<file path="config.mk">
export PLATFORM = sky130hd
export DESIGN_NAME = nasti_rw_sched_flat
export DESIGN_NICKNAME = d
export VERILOG_FILES = /design/src/rtl/nasti_pkg.sv /design/src/rtl/nasti_if.sv /design/src/rtl/nasti_rw_arb.sv /design/src/rtl/nasti_rw_sched.sv /design/src/flat_wrapper.sv
export SDC_FILE = /design/constraint.sdc
export NUM_CORES = 1
export LEC_CHECK = 0
export CAP_MARGIN = 20
export CORE_MARGIN = 3
export CORE_UTILIZATION = 32
export CTS_CLUSTER_DIAMETER = 120
export DETAILED_ROUTE_END_ITERATION = 8
export PLACE_DENSITY = 0.82
export SYNTH_ARGS = -nofsm -noshare
export SYNTH_HDL_FRONTEND = slang
export SYNTH_HIERARCHICAL = 1
export SYNTH_SLANG_ARGS = --single-unit
</file>
<file path="constraint.sdc">
create_clock -name clk -period 2.9 [get_ports clk]
set_input_delay 0.29 -clock clk [delete_from_list [all_inputs] [get_ports clk]]
set_output_delay 0.29 -clock clk [all_outputs]
set_load 0.01 [all_outputs]
</file>
<file path="src/rtl/nasti_pkg.sv">
// Shared NASTI definitions: scheduler FSM states and B-channel response codes.
package nasti_pkg;

    typedef enum logic [2:0] {
        ST_IDLE    = 3'd0,
        ST_RD_CMD  = 3'd1,
        ST_WR_CMD  = 3'd2,
        ST_WR_DATA = 3'd3,
        ST_WR_RESP = 3'd4
    } sched_state_e;

    localparam logic [1:0] NASTI_RESP_OKAY   = 2'b00;
    localparam logic [1:0] NASTI_RESP_SLVERR = 2'b10;

endpackage

</file>
<file path="src/rtl/nasti_if.sv">
// NASTI (AXI4) bundle; the scheduler is the slave for AW/W/B/AR, R belongs to the datapath.
interface nasti_if #(
    parameter int C_NASTI_ID_WIDTH   = 9,
    parameter int C_NASTI_ADDR_WIDTH = 16,
    parameter int C_NASTI_DATA_WIDTH = 64
);
    logic                            aw_valid;
    logic                            aw_ready;
    logic [C_NASTI_ID_WIDTH-1:0]     aw_id;
    logic [C_NASTI_ADDR_WIDTH-1:0]   aw_addr;
    logic [7:0]                      aw_len;

    logic                            w_valid;
    logic                            w_ready;
    logic [C_NASTI_DATA_WIDTH-1:0]   w_data;
    logic [C_NASTI_DATA_WIDTH/8-1:0] w_strb;
    logic                            w_last;

    logic                            b_valid;
    logic                            b_ready;
    logic [C_NASTI_ID_WIDTH-1:0]     b_id;
    logic [1:0]                      b_resp;

    logic                            ar_valid;
    logic                            ar_ready;
    logic [C_NASTI_ID_WIDTH-1:0]     ar_id;
    logic [C_NASTI_ADDR_WIDTH-1:0]   ar_addr;
    logic [7:0]                      ar_len;

    logic                            r_valid;
    logic                            r_ready;
    logic [C_NASTI_ID_WIDTH-1:0]     r_id;
    logic [C_NASTI_DATA_WIDTH-1:0]   r_data;
    logic [1:0]                      r_resp;
    logic                            r_last;

    modport slave (
        input  aw_valid, aw_id, aw_addr, aw_len, output aw_ready,
        input  w_valid, w_data, w_strb, w_last,  output w_ready,
        output b_valid, b_id, b_resp,            input  b_ready,
        input  ar_valid, ar_id, ar_addr, ar_len, output ar_ready
    );

    modport datapath (
        output r_valid, r_id, r_data, r_resp, r_last, input r_ready
    );

endinterface

</file>
<file path="src/rtl/nasti_rw_arb.sv">
// Read/write grant arbiter: alternating round-robin, or same-direction priority with a
// starvation limit when NASTI_RW_SCHED_STARVE_EN is defined.
module nasti_rw_arb #(
    parameter int STARVE_LIMIT = 4
) (
    input  logic clk,
    input  logic rst,
    input  logic rd_req,
    input  logic wr_req,
    input  logic grant_en,
    output logic gnt_rd,
    output logic gnt_wr
);

    logic last_wr_q, last_wr_d;
    logic pick_wr;

`ifdef NASTI_RW_SCHED_STARVE_EN
    localparam int CNT_W = $clog2(STARVE_LIMIT + 1);

    logic [CNT_W-1:0] cnt_q, cnt_d;
    logic             fresh_q, fresh_d;
    logic             other_wait;

    // Stick with the last direction until it has won STARVE_LIMIT ties in a row.
    always_comb begin
        pick_wr = last_wr_q;
        if (fresh_q) begin
            pick_wr = 1'b0;
        end else if (int'(cnt_q) >= STARVE_LIMIT - 1) begin
            pick_wr = !last_wr_q;
        end
    end

    always_comb begin
        cnt_d      = cnt_q;
        fresh_d    = fresh_q;
        other_wait = gnt_wr ? rd_req : wr_req;
        if (gnt_rd || gnt_wr) begin
            fresh_d = 1'b0;
            if (!fresh_q && (gnt_wr == last_wr_q) && other_wait) begin
                cnt_d = cnt_q + 1'b1;
            end else begin
                cnt_d = '0;
            end
        end
    end

    always_ff @(posedge clk) begin
        if (rst) begin
            cnt_q   <= '0;
            fresh_q <= 1'b1;
        end else begin
            cnt_q   <= cnt_d;
            fresh_q <= fresh_d;
        end
    end
`else
    assign pick_wr = !last_wr_q;
`endif

    assign gnt_rd = grant_en && rd_req && (!wr_req || !pick_wr);
    assign gnt_wr = grant_en && wr_req && (!rd_req || pick_wr);

    always_comb begin
        last_wr_d = last_wr_q;
        if (gnt_wr) begin
            last_wr_d = 1'b1;
        end else if (gnt_rd) begin
            last_wr_d = 1'b0;
        end
    end

    // Reset to "last was write" so the first tie goes to read.
    always_ff @(posedge clk) begin
        if (rst) begin
            last_wr_q <= 1'b1;
        end else begin
            last_wr_q <= last_wr_d;
        end
    end

endmodule

</file>
<file path="src/rtl/nasti_rw_sched.sv">
// NASTI read/write command scheduler feeding a DDR core; optional starvation-limited
// arbitration is enabled with NASTI_RW_SCHED_STARVE_EN.
module nasti_rw_sched #(
    parameter int C_NASTI_ID_WIDTH   = 9,
    parameter int C_NASTI_ADDR_WIDTH = 16,
    parameter int C_NASTI_DATA_WIDTH = 64,
    parameter int STARVE_LIMIT       = 4
) (
    input  logic                            clk,
    input  logic                            rst,
    nasti_if.slave                          nasti,
    output logic                            cmd_valid,
    input  logic                            cmd_ready,
    output logic                            cmd_we,
    output logic [C_NASTI_ADDR_WIDTH-1:0]   cmd_addr,
    output logic [7:0]                      cmd_len,
    output logic [C_NASTI_ID_WIDTH-1:0]     cmd_id,
    output logic                            wd_valid,
    input  logic                            wd_ready,
    output logic [C_NASTI_DATA_WIDTH-1:0]   wd_data,
    output logic [C_NASTI_DATA_WIDTH/8-1:0] wd_strb
);
    import nasti_pkg::*;

    sched_state_e                  state_q, state_d;
    logic [C_NASTI_ADDR_WIDTH-1:0] addr_q, addr_d;
    logic [7:0]                    len_q, len_d;
    logic [C_NASTI_ID_WIDTH-1:0]   id_q, id_d;
    logic [7:0]                    beat_q, beat_d;
    logic                          err_q, err_d;
    logic                          gap_q, gap_d;
    logic                          grant_en, gnt_rd, gnt_wr, w_fire, last_beat;

    // The first IDLE cycle after a transaction is a dead cycle: no new grant.
    assign grant_en = (state_q == ST_IDLE) && !gap_q;

    nasti_rw_arb #(
        .STARVE_LIMIT (STARVE_LIMIT)
    ) u_arb (
        .clk      (clk),
        .rst      (rst),
        .rd_req   (nasti.ar_valid),
        .wr_req   (nasti.aw_valid),
        .grant_en (grant_en),
        .gnt_rd   (gnt_rd),
        .gnt_wr   (gnt_wr)
    );

    assign nasti.ar_ready = gnt_rd;
    assign nasti.aw_ready = gnt_wr;

    assign cmd_valid = (state_q == ST_RD_CMD) || (state_q == ST_WR_CMD);
    assign cmd_we    = (state_q == ST_WR_CMD);
    assign cmd_addr  = addr_q;
    assign cmd_len   = len_q;
    assign cmd_id    = id_q;

    assign wd_valid      = (state_q == ST_WR_DATA) && nasti.w_valid;
    assign nasti.w_ready = (state_q == ST_WR_DATA) && wd_ready;
    assign wd_data       = nasti.w_data;
    assign wd_strb       = nasti.w_strb;
    assign w_fire        = wd_valid && wd_ready;
    assign last_beat     = (beat_q == len_q);

    assign nasti.b_valid = (state_q == ST_WR_RESP);
    assign nasti.b_id    = id_q;
    assign nasti.b_resp  = err_q ? NASTI_RESP_SLVERR : NASTI_RESP_OKAY;

    // NOTE: every *_d gets its hold value first so no path through this block infers a latch.
    always_comb begin
        state_d = state_q;
        addr_d  = addr_q;
        len_d   = len_q;
        id_d    = id_q;
        beat_d  = beat_q;
        err_d   = err_q;
        gap_d   = gap_q;
        unique case (state_q)
            ST_IDLE: begin
                gap_d = 1'b0;
                if (gnt_rd) begin
                    state_d = ST_RD_CMD;
                    addr_d  = nasti.ar_addr;
                    len_d   = nasti.ar_len;
                    id_d    = nasti.ar_id;
                end else if (gnt_wr) begin
                    state_d = ST_WR_CMD;
                    addr_d  = nasti.aw_addr;
                    len_d   = nasti.aw_len;
                    id_d    = nasti.aw_id;
                    err_d   = 1'b0;
                end
            end
            ST_RD_CMD: begin
                if (cmd_ready) begin
                    state_d = ST_IDLE;
                    gap_d   = 1'b1;
                end
            end
            ST_WR_CMD: begin
                if (cmd_ready) begin
                    state_d = ST_WR_DATA;
                    beat_d  = '0;
                end
            end
            ST_WR_DATA: begin
                if (w_fire) begin
                    if (nasti.w_last != last_beat) begin
                        err_d = 1'b1;
                    end
                    if (last_beat) begin
                        state_d = ST_WR_RESP;
                    end else begin
                        beat_d = beat_q + 8'd1;
                    end
                end
            end
            ST_WR_RESP: begin
                if (nasti.b_ready) begin
                    state_d = ST_IDLE;
                    gap_d   = 1'b1;
                end
            end
            default: state_d = ST_IDLE;
        endcase
    end

    always_ff @(posedge clk) begin
        if (rst) begin
            state_q <= ST_IDLE;
            addr_q  <= '0;
            len_q   <= '0;
            id_q    <= '0;
            beat_q  <= '0;
            err_q   <= 1'b0;
            gap_q   <= 1'b0;
        end else begin
            state_q <= state_d;
            addr_q  <= addr_d;
            len_q   <= len_d;
            id_q    <= id_d;
            beat_q  <= beat_d;
            err_q   <= err_d;
            gap_q   <= gap_d;
        end
    end

endmodule

</file>
<file path="src/flat_wrapper.sv">
// flat-port wrapper written by rule: the top's interface ports become plain ports
module nasti_rw_sched_flat import nasti_pkg::*;
#(
    parameter int C_NASTI_ID_WIDTH   = 9,
    parameter int C_NASTI_ADDR_WIDTH = 16,
    parameter int C_NASTI_DATA_WIDTH = 64,
    parameter int STARVE_LIMIT       = 4
)
  (clk, rst, cmd_valid, cmd_ready, cmd_we, cmd_addr, cmd_len, cmd_id, wd_valid, wd_ready, wd_data, wd_strb, nasti_aw_valid, nasti_aw_id, nasti_aw_addr, nasti_aw_len, nasti_aw_ready, nasti_w_valid, nasti_w_data, nasti_w_strb, nasti_w_last, nasti_w_ready, nasti_b_valid, nasti_b_id, nasti_b_resp, nasti_b_ready, nasti_ar_valid, nasti_ar_id, nasti_ar_addr, nasti_ar_len, nasti_ar_ready);
  nasti_if #(.C_NASTI_ID_WIDTH(C_NASTI_ID_WIDTH), .C_NASTI_ADDR_WIDTH(C_NASTI_ADDR_WIDTH), .C_NASTI_DATA_WIDTH(C_NASTI_DATA_WIDTH)) nasti_i ();
  input  logic clk;
  input  logic rst;
  output logic cmd_valid;
  input  logic cmd_ready;
  output logic cmd_we;
  output logic [C_NASTI_ADDR_WIDTH-1:0] cmd_addr;
  output logic [7:0] cmd_len;
  output logic [C_NASTI_ID_WIDTH-1:0] cmd_id;
  output logic wd_valid;
  input  logic wd_ready;
  output logic [C_NASTI_DATA_WIDTH-1:0] wd_data;
  output logic [C_NASTI_DATA_WIDTH/8-1:0] wd_strb;
  input wire logic [$bits(nasti_i.aw_valid)-1:0] nasti_aw_valid;
  input wire logic [$bits(nasti_i.aw_id)-1:0] nasti_aw_id;
  input wire logic [$bits(nasti_i.aw_addr)-1:0] nasti_aw_addr;
  input wire logic [$bits(nasti_i.aw_len)-1:0] nasti_aw_len;
  output wire logic [$bits(nasti_i.aw_ready)-1:0] nasti_aw_ready;
  input wire logic [$bits(nasti_i.w_valid)-1:0] nasti_w_valid;
  input wire logic [$bits(nasti_i.w_data)-1:0] nasti_w_data;
  input wire logic [$bits(nasti_i.w_strb)-1:0] nasti_w_strb;
  input wire logic [$bits(nasti_i.w_last)-1:0] nasti_w_last;
  output wire logic [$bits(nasti_i.w_ready)-1:0] nasti_w_ready;
  output wire logic [$bits(nasti_i.b_valid)-1:0] nasti_b_valid;
  output wire logic [$bits(nasti_i.b_id)-1:0] nasti_b_id;
  output wire logic [$bits(nasti_i.b_resp)-1:0] nasti_b_resp;
  input wire logic [$bits(nasti_i.b_ready)-1:0] nasti_b_ready;
  input wire logic [$bits(nasti_i.ar_valid)-1:0] nasti_ar_valid;
  input wire logic [$bits(nasti_i.ar_id)-1:0] nasti_ar_id;
  input wire logic [$bits(nasti_i.ar_addr)-1:0] nasti_ar_addr;
  input wire logic [$bits(nasti_i.ar_len)-1:0] nasti_ar_len;
  output wire logic [$bits(nasti_i.ar_ready)-1:0] nasti_ar_ready;
  assign nasti_i.aw_valid = nasti_aw_valid;
  assign nasti_i.aw_id = nasti_aw_id;
  assign nasti_i.aw_addr = nasti_aw_addr;
  assign nasti_i.aw_len = nasti_aw_len;
  assign nasti_aw_ready = nasti_i.aw_ready;
  assign nasti_i.w_valid = nasti_w_valid;
  assign nasti_i.w_data = nasti_w_data;
  assign nasti_i.w_strb = nasti_w_strb;
  assign nasti_i.w_last = nasti_w_last;
  assign nasti_w_ready = nasti_i.w_ready;
  assign nasti_b_valid = nasti_i.b_valid;
  assign nasti_b_id = nasti_i.b_id;
  assign nasti_b_resp = nasti_i.b_resp;
  assign nasti_i.b_ready = nasti_b_ready;
  assign nasti_i.ar_valid = nasti_ar_valid;
  assign nasti_i.ar_id = nasti_ar_id;
  assign nasti_i.ar_addr = nasti_ar_addr;
  assign nasti_i.ar_len = nasti_ar_len;
  assign nasti_ar_ready = nasti_i.ar_ready;
  nasti_rw_sched #(.C_NASTI_ID_WIDTH(C_NASTI_ID_WIDTH), .C_NASTI_ADDR_WIDTH(C_NASTI_ADDR_WIDTH), .C_NASTI_DATA_WIDTH(C_NASTI_DATA_WIDTH), .STARVE_LIMIT(STARVE_LIMIT)) u_core (.clk(clk), .rst(rst), .nasti(nasti_i), .cmd_valid(cmd_valid), .cmd_ready(cmd_ready), .cmd_we(cmd_we), .cmd_addr(cmd_addr), .cmd_len(cmd_len), .cmd_id(cmd_id), .wd_valid(wd_valid), .wd_ready(wd_ready), .wd_data(wd_data), .wd_strb(wd_strb));
endmodule
</file>
* Yosys cells after proc, flatten, opt, wreduce, memory -nomap -nowiden
Cells that the tools add are included.
** Cells by class
- $add $sub $neg :: 1
- Equal/unequal tests :: 16
- Multiplexer cells :: 27
- Reductions and logical operators :: 26
** Operator list (count)
- 8-bit 2-to-1 mux :: 5
- 16-bit 2-to-1 mux :: 2
- 3-bit 2-to-1 mux :: 7
- 9-bit 2-to-1 mux :: 2
- 8-bit one-hot mux with 2 select lines :: 1
- 3-bit one-hot mux with 5 select lines :: 1
- 2-bit != test, second input constant :: 6
- 8-bit by 1-bit adder with 8-bit output, second input constant :: 1
- 8-bit equality test :: 1
- 1-bit logical AND :: 8
- 3-bit by 2-bit equality test with 1-bit output, second input constant :: 2
- 1-bit 2-to-1 mux :: 6
- 2-bit by 1-bit != test with 1-bit output, second input constant :: 3
- 6-bit AND reduction :: 1
- 2-bit nonzero test :: 3
- 5-bit AND reduction :: 1
- 1-bit logical NOT :: 4
- 4-bit AND reduction :: 1
- 3-bit by 1-bit equality test with 1-bit output, second input constant :: 1
- 3-bit equality test, second input constant :: 1
- 3-bit logical NOT :: 1
- 1-bit logical OR :: 3
- 3-bit != test, second input constant :: 1
- 1-bit one-hot mux with 3 select lines :: 1
- other kinds (7) :: 7
** Word-level totals
- Flip-flop bits (word level) :: 47
- Input bits :: 147
- Output and inout bits :: 123

* Depth between registers and ports, before layout
Gate-level depths: netlist of run 1.
- Depth after elaboration :: 7
- Mapped depth :: 12
- Depth with buffers taken out :: 9

* Cells and area by module
The synthesis of run 1 kept the hierarchy.
** Modules (own cells, without submodules)
- nasti_rw_sched :: times used 1, cells each 342, area an instance 3032.9 um^2, sequential area each 920.9 um^2
- nasti_rw_arb :: times used 1, cells each 8, area an instance 58.8 um^2, sequential area each 20.0 um^2

* Worst setup path after synthesis of run 1
Ideal clock, no wire load.
- Path kind :: register -> register
- Start point :: reg u_core.state_q[0]
- End point :: reg u_core.addr_q[10], in the netlist u_core/cmd_addr[10]
- Library setup time :: 0.136 ns
- Data arrival time :: 2.311 ns
- Path slack :: 0.453 ns
- Cell stages (with the launch flop) :: 10
- Period minus slack after synthesis :: 2.447 ns
- Cells stage by stage :: dfxtp_1 -> buf_6 -> or3_1 -> nor2_1 -> nand2_1 -> a21oi_1 -> buf_2 -> buf_1 -> mux2i_1 -> a211oi_2
** Between the ends
- Word-level cells in the longest chain between the ends :: 6
** Ends and longest elaborated chain
- start: declaration :: RTL line nasti_rw_sched.sv:25 : sched_state_e state_q, state_d;
- start signal: assignment :: RTL line nasti_rw_sched.sv:138 : state_q <= state_d;
- 3-bit logical NOT * :: RTL line nasti_rw_sched.sv:35 : assign grant_en = (state_q == ST_IDLE) && !gap_q;
- 1-bit logical AND * :: RTL line nasti_rw_sched.sv:35
- via u_core.grant_en :: RTL line nasti_rw_sched.sv:32 : logic grant_en, gnt_rd, gnt_wr, w_fire, last_beat;
- 1-bit logical AND * (2 in a row) :: RTL line nasti_rw_arb.sv:62 : assign gnt_rd = grant_en && rd_req && (!wr_req || !pick_wr);
- via nasti_ar_ready :: RTL line flat_wrapper.sv:41 : output wire logic [$bits(nasti_i.ar_ready)-1:0] nasti_ar_ready;
- 2-bit nonzero test (no line)
- 2-bit AND reduction (no line)
- end signal: assignment :: RTL line nasti_rw_sched.sv:139 : addr_q <= addr_d;
- end: declaration :: RTL line nasti_rw_sched.sv:26 : logic [C_NASTI_ADDR_WIDTH-1:0] addr_q, addr_d;
The timed path passes the listed nets; every way through them passes the cells marked *.
A chain may end at the register's enable or synchronous reset.

* Worst setup path after layout of run 1
- Start point :: reg u_core.state_q[2]
- End point :: out nasti_ar_ready
** Between the ends
- Word-level cells in the longest chain between the ends :: 4
** Ends and longest elaborated chain (RTL line)
- 3-bit logical NOT :: nasti_rw_sched.sv:35
- 1-bit logical AND :: nasti_rw_sched.sv:35
- via u_core.grant_en :: nasti_rw_sched.sv:32
- 1-bit logical AND (2 in a row) :: nasti_rw_arb.sv:62
- end: declaration :: flat_wrapper.sv:41
The timed path passes the listed nets, and every way through them passes these cells.

==> qor.yml, run 1 <==
routedWlPerCell_microns: 14.5
crit_slowest_cell: "clkdlybuf4s50_1"
powerDensity_nw_per_um2: 872
multiInputGateArea_sq_um: 1410
vias: 2431
grt_max_degree: 49
ys.warnings.count: 6
postCtsSetupBuffers: 0
antenna_cells: 0
ys_seq_elements: 47
clkTransAtPathRegs_ns: 0.10
synth.net_count: 498
syn_inst: 350
cts_sinks: 47
ys_seq_area_share_pct: 30.4
timing.final.crit_share_pct: 86.8
clock_latency_ns: 0.29
leakagePower_nw: 1.42
synthTopCellsByArea: "dfxtp_1, buf_4, mux2i_1, a211oi_1, nor2_1"
crit_buf_inv: 1
fillCellCount: 953
max_slew_margin_pct: 60.7
synth-adder-area-share_pct: 0.405
async_reset_ff_share_pct: 0
syn-cell-area_sq_um: 3090
hold_start: "rst"
cp_cell_sequence: "or3_1 > nor2_1 > nand2_1 > a21oi_4 > clkdlybuf4s50_1"
crit_path_max_fanout: 12
dpl.hpwl_microns: 5970
crit_path_start: "u_core/state_q[2]"
fin_nets: 532
drv_cap: 0
finalWeightedCongestion: 0.788
io_pins: 270
overflow: 0
setup_violations: 0
start_util_pct: 33.1
hold_class: "in2reg"
reg2reg_from: "u_core/state_q[2]"
drt_iter0_markers: 83
worstMarginPinSlew_ns: 0.587
status: "finished clean"
drt-total-wl_microns: 7430
cts_tree: "built"
synth_compound_area_share_pct: 15.3
areaGrowthSynthToFinish_pct: 26.1
synth.area.mux_share_pct: 11.0
regArea_sq_um: 941
drcViolationCount: 0
clockPowerShare_pct: 12.6
worstSetupPathType: "reg2out"
cts_buffers: 5
rsz0062_at_grt: "false"
fmax_mhz: 397
switching_share_pct: 39.4
vias_per_cell: 4.73
cts_buffer_depth: 2
setup.worst_path.start_class: "flip-flop"
drive_gt1_share_pct: 9.09
dieArea_sq_um: 10900
end_kind: "primary output"
critPathArrivalTime_ns: 2.23
grt_pass1_wl_microns: 11700
synth_flop_cell: "dfxtp_1"
peakVddDrop_uv: 329
tns_ns: 0
dieHeight_microns: 104
grt_usage_pct: 12.9
yosys-top-cells-count: "buf_4, dfxtp_1, nor2_1, mux2i_1, a211oi_1"
synth_top_area_share_pct: 30.4
synth_edf_count: 0
required_ns: 2.61
synth-simple-area-share_pct: 14.7
fin_skew_ns: 0.00802
root_buffer: "clkbuf_8"
io_buffers: 124
synth_xor_area_share_pct: 3.36
cp_top_family: "simple AND/OR/NAND/NOR gates"
rows: 35
ys_types: 48
yosys.area.top_type: "dfxtp_1"
avgSynthCellArea_sq_um: 8.83
power.internal_mw: 2.06
post-route-util_pct: 41.8
h-tree-depth: 2
critPathMaxStageDelay_ns: 0.59
hold_viol_final: 0
power_frac_comb_pct: 56.8
grt_antenna_before_repair: 0
die_w_microns: 104
core_sq_um: 9330
final_max_slew_viol_count: 0
ant_nets: 0
yosys.cell_count.top_type: "buf_4"
post_cts_resized: 0
p_seq_share_pct: 30.7
drtPass1Iterations: 4
power.switching_mw: 1.34
synth_top_family_by_area: "buffers and inverters"
grt_pass1_vias: 2347
postCtsHoldBufs: 0
period_needed_ns: 2.52
logic make-up after synthesis:
| kind of cell | Yosys count |
|---|---|
| multiplexers | 34 |
| adder cells (fa/ha/maj) | 1 |
| AND/OR/NAND/NOR | 88 |
| XOR/XNOR | 11 |
| flip-flops | 47 |
| AO/OA/AOI/OAI | 63 |
| buffers and inverters | 105 |
| other | 1 |
registers in the layout, indices dropped and copies added, names as in the netlist:
register,cells
u_core/beat_q,8
u_core/cmd_addr,16
u_core/cmd_id,9
u_core/cmd_len,8
u_core/err_q,1
u_core/gap_q,1
u_core/state_q,3
u_core/u_arb/last_wr_q,1
power by group through the flow:
stage                     sequential (mW)  combinational [mW]  clock, mW
after floorplan                      1.11                1.24          0
after global placement               1.06                1.91          0
after detailed placement             1.06                1.96          0
after CTS                            1.05                1.96      0.449
after global routing                 1.08                2.11      0.479
final                                1.04                1.93      0.427
cells in the final DEF, fill, tap and decap left out, drive strengths merged, types with 3 or more instances in the layout:
master / instances
clkdlybuf4s50: 123
dfxtp: 47
nor2: 44
mux2i: 34
a211oi: 33
nand2: 11
xor2: 9
a21oi: 9
o21ai: 7
buf: 7
clkbuf: 6
and3: 5
a31oi: 5
nand2b: 4
or3: 4
nand3: 4
nor3b: 3
worst paths after layout:
path / slack (ns) / cells after the start / end
max: 0.38 / 5 / nasti_ar_ready
min: 0.38 / 2 / u_core/cmd_addr[1]
max reg2reg: 0.51 / 9 / u_core/cmd_addr[5]
min reg2reg: 0.47 / 2 / u_core/err_q
through the flow:
step / total power, mW / instance area (sq um) / std cells / setup WS, ns / hold slack [ns]
detailed placement: 3.02 / 3800 / 506 / 0.468 / 0.451
finish: 3.40 / 3900 / 514 / 0.384 / 0.380
global placement: 2.97 / 3800 / 506 / 0.613 / 0.446
global route: 3.67 / 3900 / 514 / 0.221 / 0.394
CTS: 3.46 / 3900 / 514 / 0.334 / 0.378
floorplan: 2.35 / 3090 / 350 / 0.453 / 0.384
worst register-to-register path, cell delays in order, from the launching register on:
cell	delay, ns
dfxtp_1	0.41
or3_1	0.46
nor2_1	0.16
nand2_1	0.13
a21oi_4	0.18
nor2_1	0.12
nor2_4	0.10
buf_4	0.41
nor2_1	0.10
a211oi_1	0.24
metal layers:
metal | share of wire (%) | track usage [%]
met1 | 40 | 15.4
met2 | 49 | 21.6
met3 | 8.7 | 4.35
met4 | 1.8 | 4.56
met5 | 0 | 0
final cells by class:
class | count | area share [%]
clock buffers | 6 | 2.12
clock inverters | 2 | 0.417
inverters | 2 | 0.193
multi-input cells | 198 | 36.1
flip-flops and latches | 47 | 24.1
well taps | 129 | 4.14
repair buffers | 130 | 32.9
Note: power is estimated with default switching activity, not from simulation.
==> run 2, diff against run 1 <==
- CORE_AREA: not set -> 3 3 103 105
- CORE_MARGIN: 3 -> not set
- CORE_UTILIZATION: 32 -> not set
- DIE_AREA: not set -> 0 0 106 108
- DONT_BUFFER_PORTS: not set -> 1
- PLACE_DENSITY: 0.82 -> not set
==> qor.yml, run 2 (synthesis gave the netlist of run 1 again) <==
tns_ns: 0  # unchanged
areaGrowthSynthToFinish_pct: -13.6
final_max_slew_viol_count: 0  # unchanged
grt_antenna_before_repair: 0  # unchanged
rsz0062_at_grt: "false"
crit_path_max_fanout: 12  # unchanged
critPathArrivalTime_ns: 2.77  # +0.54 ns
wl_met1_microns: 2690  # -9.7%
largest_register_ffs: 16  # unchanged
start_util_pct: 31.8  # -1.4 points
worstSetupPathType: "reg2reg"
required_ns: 3.13  # +0.52 ns
overflow: 0  # unchanged
routedWlPerCell_microns: 16.4  # +13%
clkTransAtPathRegs_ns: 0.10  # about the same
dp_slack_ns: 0.403  # -0.0644 ns
die_w_microns: 106  # +1.6%
drcViolationCount: 0  # unchanged
vias: 1978  # -19%
dr_wl_met2_microns: 2970  # -19%
multiInputGateArea_sq_um: 1410  # unchanged
cts_tree: "built"
clock_latency_ns: 0.30  # about the same
drt-total-wl_microns: 6420  # -14%
powerDensity_nw_per_um2: 1050  # +20%
post_cts_resized: 0  # unchanged
io_pins: 270  # unchanged
layout_common_cells: "dfxtp_1, nor2_1, mux2i_1"
antenna_cells: 0  # unchanged
cts_buffers: 5  # unchanged
fillCellCount: 1093  # +15%
switching_share_pct: 45.0  # +5.6 points
timing.final.crit_share_pct: 87.3  # +0.57 points
vias_per_cell: 5.05  # +6.7%
cts_sinks: 47  # unchanged
dieHeight_microns: 108  # +3.6%
power.switching_mw: 1.26  # -6.0%
dpl.hpwl_microns: 4850  # -19%
hold_viol_final: 0  # unchanged
p_seq_share_pct: 43.0  # +12 points
layout_commonest_cell: "dfxtp_1"
post_dp_cell_area_sq_um: 2580  # -32%
setup_slack_ns: 0.367  # -0.0166 ns
peakVddDrop_uv: 431  # +31%
dr_wl_met3_microns: 620  # -3.9%
drtPass1Iterations: 4  # unchanged
ant_nets: 0  # unchanged
finalWeightedCongestion: 0.842  # +6.9%
setup_violations: 0  # unchanged
leakagePower_nw: 0.956  # -33%
total_power_mw: 2.80  # -18%
drt_iter0_markers: 54  # -35%
fmax_mhz: 395  # -0.65%
power_frac_comb_pct: 42.3  # -14 points
postCtsSetupBuffers: 0  # unchanged
setup.worst_path.start_class: "flip-flop"
drv_cap: 0  # unchanged
dieArea_sq_um: 11400  # +5.2%
core_sq_um: 9730  # +4.3%
power.internal_mw: 1.54  # -25%
worstMarginPinSlew_ns: 0.581  # -0.00619 ns
h-tree-depth: 2  # unchanged
critPathMaxStageDelay_ns: 0.46  # -0.13 ns
fin_skew_ns: 0.0158  # +0.00778 ns
end_kind: "flip-flop"
cp_cell_sequence: "or3_1 > nor2_1 > nand2_1 > a21oi_1 > buf_4 > nor2_1 > nand2_1 > and3_2 > or3b_1 > a21oi_1"
hold_class: "in2reg"
grt_usage_pct: 11.0  # -2.0 points
crit_slowest_cell: "or3_1"
max_slew_margin_pct: 61.1  # +0.41 points
clockPowerShare_pct: 14.7  # +2.1 points
regArea_sq_um: 941  # unchanged
cts_buffer_depth: 2  # unchanged
grt_pass1_wl_microns: 10100  # -14%
top_layer: "met4"
stdcell_area_sq_um: 2670  # -32%
grt_pass1_vias: 1932  # -18%
rows: 36  # +2.9%
drive_gt1_share_pct: 12.4  # +3.3 points
period_needed_ns: 2.53  # +0.0166 ns
fin_nets: 406  # -24%
postCtsHoldBufs: 0  # unchanged
io_buffers: 0  # -100%
grt_max_degree: 67  # +37%
status: "finished clean"
root_buffer: "clkbuf_8"
## run 2: cell count changes in the layout (fill, tap and decap cells not counted), sizes merged
cell / before / now
clkinv: 1 / 2
inv: 2 / 3
clkinvlp: 1 / 0
clkbuf: 6 / 5
clkdlybuf4s50: 123 / 0
buf: 7 / 4
## run 2: critical path, delay by kind of cell (launching register included)
kind,cells,cell delay [ns]
and+or+nand+nor,7,1.42
AOI/OAI and AO/OA,2,0.44
DFF,1,0.42
buffers and inverters,1,0.18
## run 2: power by group through the flow
stage / clock network, mW / registers (mW) / logic, mW
final: 0.412 / 1.20 / 1.18
after detailed placement: 0 / 1.23 / 1.19
after global routing: 0.469 / 1.23 / 1.34
after global placement: 0 / 1.23 / 1.17
after CTS: 0.443 / 1.22 / 1.20
after floorplan: 0 / 1.11 / 1.24
## run 2: final timing paths
kind                                        start                  to  slack (ns)  cells after the start
worst max-delay path            u_core/state_q[2]   u_core/state_q[2]        0.37                     10
worst min-delay path                          rst  u_core/cmd_addr[2]        0.05                      1
worst max register to register  u_core/state_q[2]   u_core/state_q[2]        0.37                     10
worst min register to register       u_core/gap_q        u_core/gap_q        0.52                      2
## run 2: per-stage QoR
stage	std cells	hold slack [ns]	utilization, %
floorplan	350	0.384	-
global placement	384	0.366	26.5
detailed placement	384	0.372	26.5
CTS	392	0.0281	27.4
global route	392	0.0219	27.4
finish	392	0.0535	27.4
## run 2: layout make-up
cell class	count	area share [%]
well taps	133	6.23
clock buffers	5	2.58
repair buffers	4	2.06
inverters	2	0.281
clock inverters	3	0.843
multi-input cells	198	52.8
flip-flops and latches	47	35.2
## run 2: layer usage
metal,vias to the layer above,track usage (%)
met5,-,0
met4,0,5.27
met3,26,3.82
met2,107,17.4
met1,895,13.2
li1,950,-
